## src/rtl/display_scan.sv

```systemverilog
// Six-digit multiplexed seven-segment scanner with frame snapshot and gated alarm buzzer.
// Optional build macro: LEADING_ZERO_BLANK_EN blanks a zero hour-tens digit.
module display_scan #(
    parameter int SCAN_DIV = 50000,
    parameter int BEEP_DIV = 25000,
    parameter int GATE_DIV = 1000
) (
    input  logic        clock,
    input  logic        reset,
    input  logic [17:0] time_data,
    input  logic        am_pm_div,
    input  logic        alerm_equal,
    output logic [7:0]  seg,
    output logic [5:0]  digit_sel,
    output logic        buzzer
);

    localparam int SW = (SCAN_DIV > 1) ? $clog2(SCAN_DIV) : 1;
    localparam int BW = (BEEP_DIV > 1) ? $clog2(BEEP_DIV) : 1;
    localparam int GW = (GATE_DIV > 1) ? $clog2(GATE_DIV) : 1;
    localparam logic [SW-1:0] SLAST = SW'(SCAN_DIV - 1);
    localparam logic [BW-1:0] BLAST = BW'(BEEP_DIV - 1);
    localparam logic [GW-1:0] GLAST = GW'(GATE_DIV - 1);

    function automatic logic [7:0] seven(input logic [3:0] d);
        logic [7:0] s;
        case (d)
            4'd0:    s = 8'hC0;
            4'd1:    s = 8'hF9;
            4'd2:    s = 8'hA4;
            4'd3:    s = 8'hB0;
            4'd4:    s = 8'h99;
            4'd5:    s = 8'h92;
            4'd6:    s = 8'h82;
            4'd7:    s = 8'hF8;
            4'd8:    s = 8'h80;
            4'd9:    s = 8'h90;
            default: s = 8'hFF;
        endcase
        return s;
    endfunction

    logic [SW-1:0] scan_cnt;
    logic [2:0]    idx;
    logic          active;
    logic [18:0]   snap;

    logic [2:0]    next_idx;
    logic          frame_start;
    logic [18:0]   src;
    logic [5:0]    fld;
    logic [3:0]    tens;
    logic [3:0]    units;
    logic [7:0]    next_seg;

    // Digit 0 decodes straight from the inputs so the snapshot and its first digit agree.
    always_comb begin
        next_idx    = (idx == 3'd5) ? 3'd0 : idx + 3'd1;
        frame_start = (next_idx == 3'd0);
        src         = frame_start ? {time_data, am_pm_div} : snap;
        case (next_idx)
            3'd0, 3'd1: fld = src[18:13];
            3'd2, 3'd3: fld = src[12:7];
            default:    fld = src[6:1];
        endcase
        tens  = 4'(fld / 6'd10);
        units = 4'(fld % 6'd10);
        if (fld > 6'd59) begin
            next_seg = 8'hBF;
        end else begin
            next_seg = seven(next_idx[0] ? units : tens);
`ifdef LEADING_ZERO_BLANK_EN
            if (next_idx == 3'd0 && tens == 4'd0) next_seg = 8'hFF;
`endif
        end
        if (next_idx == 3'd5 && src[0]) next_seg[7] = 1'b0;
    end

    always_ff @(posedge clock) begin
        if (!reset) begin
            scan_cnt  <= '0;
            idx       <= 3'd5;
            active    <= 1'b0;
            snap      <= '0;
            seg       <= 8'hFF;
            digit_sel <= 6'h3F;
        end else if (!active || scan_cnt == SLAST) begin
            scan_cnt  <= '0;
            idx       <= next_idx;
            active    <= 1'b1;
            seg       <= next_seg;
            digit_sel <= ~(6'b1 << next_idx);
            if (frame_start) snap <= src;
        end else begin
            scan_cnt <= scan_cnt + 1'b1;
        end
    end

    logic [BW-1:0] tone_cnt, tone_cnt_n;
    logic [GW-1:0] gate_cnt, gate_cnt_n;
    logic          tone, tone_n;
    logic          gate, gate_n;
    logic          alarm_d;

    always_comb begin
        tone_cnt_n = tone_cnt + 1'b1;
        gate_cnt_n = gate_cnt;
        tone_n     = tone;
        gate_n     = gate;
        if (tone_cnt == BLAST) begin
            tone_cnt_n = '0;
            tone_n     = ~tone;
            if (gate_cnt == GLAST) begin
                gate_cnt_n = '0;
                gate_n     = ~gate;
            end else begin
                gate_cnt_n = gate_cnt + 1'b1;
            end
        end
    end

    // The first edge of an alarm only arms the generator; counting starts after it.
    always_ff @(posedge clock) begin
        if (!reset) alarm_d <= 1'b0;
        else        alarm_d <= alerm_equal;
        if (!reset || !alerm_equal || !alarm_d) begin
            tone_cnt <= '0;
            gate_cnt <= '0;
            tone     <= 1'b0;
            gate     <= 1'b1;
            buzzer   <= 1'b0;
        end else begin
            tone_cnt <= tone_cnt_n;
            gate_cnt <= gate_cnt_n;
            tone     <= tone_n;
            gate     <= gate_n;
            buzzer   <= tone_n & gate_n;
        end
    end

endmodule

```

## config.mk

```make
export PLATFORM = sky130hd
export DESIGN_NAME = display_scan
export DESIGN_NICKNAME = d
export VERILOG_FILES = /design/src/rtl/display_scan.sv
export SDC_FILE = /design/constraint.sdc
export NUM_CORES = 1
export LEC_CHECK = 0
export CAP_MARGIN = 0
export CORE_MARGIN = 1.5
export CORE_UTILIZATION = 54
export DETAILED_ROUTE_END_ITERATION = 8
export GPL_TIMING_DRIVEN = 0
export PLACE_DENSITY = 0.76
export SYNTH_ARGS = -nofsm -noshare
export SYNTH_HDL_FRONTEND = slang
export SYNTH_SLANG_ARGS = --single-unit
```

## constraint.sdc

```tcl
create_clock -name clock -period 9.1 [get_ports clock]
set_input_delay 1.82 -clock clock [delete_from_list [all_inputs] [get_ports clock]]
set_output_delay 1.82 -clock clock [all_outputs]
set_load 0.02 [all_outputs]
```

==> results.tsv <==
metric	value	unit
outcome	finished, final reports clean	
drc	0	
diodes	0	
dr.pass1.iters	6	
cts.sinks	82	
setup_viol_count_final	0	
synth.net_count	527	
grt_pass1_wl	14800	um
seqPwrFrac	43.7	%
avgSynthCellArea	8.25	sq um
synth_common_cells	dfxtp_1 (82), nand2_1 (76), nor2_1 (74)	
pwr_density_cell	184	nW/um^2
timing.fmax	0.183	GHz
post-route-util	65.4	%
cts_setup_buffers	0	
dieArea	8080	sq um
cp_max_fo	9	
nets	574	
path_delay_family	compound AO/OA/AOI/OAI gates	
place.gp.congestion	0.856	
yosysSeqAreaShare	40.3	%
ios	37	
ys_async_sr_fraction	0	%
cts_hold_buffers	0	
coreArea	7290	sq um
rows	31	
post_cts_resized	0	
grt_start_max_net_pins	16	
whs	0.434	ns
area_growth	17.1	%
yosysMostFrequentCell	dfxtp_1	
period_minus_slack	5.46	ns
leakage	1.76	nW
p_sw	0.268	mW
yosys.area.top_type	dfxtp_1	
port_buffers	36	
initial_core_util	55.9	%
p_int	0.608	mW
yosys.area.top_type_share	40.3	%
overflow	0	
cp.arrival	5.71	ns
antenna_found_initial	0	
cts_tree	done	
drtIter0Drc	148	
clk_latency	0.36	ns
die_x	89.9	um
via_per_inst	5.36	
startpoint_type	input port	
ys_top_cells_by_area	dfxtp_1 (40%), nand2_1 (7.0%), nor2_1 (6.8%)	
swShare	30.6	%
cts_root_buf	clkbuf_8	
synth_edf_count	0	
max_cap_violations	0	
hold_violations	0	
hpwl	6250	um
crit_type	input port to flop	
final.setup.tns	0	ns
drive_gt1_share	6.23	%
ir_drop	73.6	uV
n_fill_cell	661	
htreeDepth	3	
setup_ws	3.64	ns
drt-total-wl	8510	um
dp_slack	3.32	ns
clockBufferDepth	2	
vias	3457	
synth_top_flop_cell	dfxtp_1	
rsz0062_at_grt	no	
fin_crit_sh	60.0	%
maxSlewHeadroom	58.3	%
slew_viol_final	0	
synthCells	494	
path_clk_slew	0.08	ns
multi_input_area	2280	sq um
wire_per_inst	13.2	um
place_area	4560	sq um
ant_nets	0	
critPathCaptureType	flop	
cp.required	9.35	ns
combPwrFrac	24.7	%
power_frac_clock	31.7	%
crit_path_max_incr_delay	0.49	ns
cts_made_buffers	9	
cpMaxStageDelayCell	clkdlybuf4s50_1	
fin_area	4770	sq um
grt_pass1_vias	3229	
hold_class	flop to flop	
synth_area	4080	sq um
die_y	89.9	um
path_buf_inv	2	
seqCellArea	1640	sq um
ys_warn_count	0	
synth_seq_cells	82	
grtUsageTotal	22.2	%
cp_cell_sequence	clkdlybuf4s50_1, and3b_1, a221o_1, nor2_1, nor2_1, a21oi_1, ha_1, o221ai_2, and2_1, o211ai_1, a32o_1, buf_6, mux2_4, o21a_1, o31a_1, a221o_1	
synth_cell_type_count	60	
tightest_slew	0.624	ns
skew	0.0101	ns
==> final cells by class <==
cell class,count,share of cell area [%]
clock buffer,10,2.88
multi-input combinational,378,47.8
buffer,20,2.07
timing repair buffer,36,7.55
inverter,14,1.10
clock inverter,6,1.55
tap,99,2.60
sequential,82,34.4
==> through the flow <==
| step | power (mW) | instances |
|---|---|---|
| global placement | 0.600 | 629 |
| CTS | 0.883 | 645 |
| finish | 0.876 | 645 |
| detailed placement | 0.604 | 629 |
| floorplan | 0.547 | 494 |
| global route | 0.924 | 645 |
==> power groups by stage <==
stage	sequential [mW]	clock (mW)	combinational [mW]
3_3_place_gp	0.391	0	0.209
2_1_floorplan	0.399	0	0.148
4_1_cts	0.383	0.285	0.215
6_report	0.382	0.278	0.216
3_5_place_dp	0.391	0	0.213
5_1_grt	0.385	0.300	0.240
==> cell usage in the layout (no fill, tap or decap), types with 3 or more instances in the layout <==
master and count:
nand3_1 21, nor3_1 4, o21a_1 3, o211ai_1 6, xor2_1 20, nand2_1 76
mux2i_1 9, clkdlybuf4s50_1 36, a221o_1 5, clkbuf_1 15, nand4_1 6, nand2b_1 4
and3_1 10, dfxtp_1 82, and2_1 5, ha_1 11, nor2_1 74, or2_2 3
a21oi_1 33, xnor2_1 19, or3_1 4, inv_1 13, nand3b_1 3, clkbuf_8 10
o21ai_0 16, and3b_1 6
==> worst paths after layout <==
kind	start	to	slack, ns	cells after the start
setup / recovery	time_data[17]	seg[6]$_SDFFE_PN1P_	3.64	16
hold / removal	alarm_d$_SDFF_PN0_	gate$_SDFF_PP1_	0.43	1
setup reg to reg	idx[0]$_SDFFE_PN1P_	seg[6]$_SDFFE_PN1P_	5.06	16
hold reg to reg	alarm_d$_SDFF_PN0_	gate$_SDFF_PP1_	0.43	1
==> registers in the layout, indices dropped and copies added (netlist names) <==
register	cells
tone_cnt	15
digit_sel	6
buzzer	1
alarm_d	1
tone	1
snap	19
gate	1
active	1
seg	8
gate_cnt	10
idx	3
scan_cnt	16
==> kinds of logic (layout without fill, tap and decap cells) <==
| group | after synthesis | after routing | share of synthesized area [%] |
|---|---|---|---|
| AO/OA/AOI/OAI | 86 | 86 | 14.4 |
| multiplexers | 11 | 11 | 2.86 |
| adder cells (fa/ha/maj) | 12 | 12 | 3.62 |
| buffers and inverters | 34 | 86 | 3.71 |
| XOR/XNOR | 39 | 39 | 8.38 |
| flip-flops | 82 | 82 | 40.3 |
| AND/OR/NAND/NOR | 230 | 230 | 26.8 |
==> layer usage <==
metal  wire (um)  global-route usage (%)
met5           0                       0
met4          98                    7.80
met3         308                    4.48
met2        3970                    36.4
met1        4140                    29.2
Note: power is estimated with default switching activity, not from simulation.
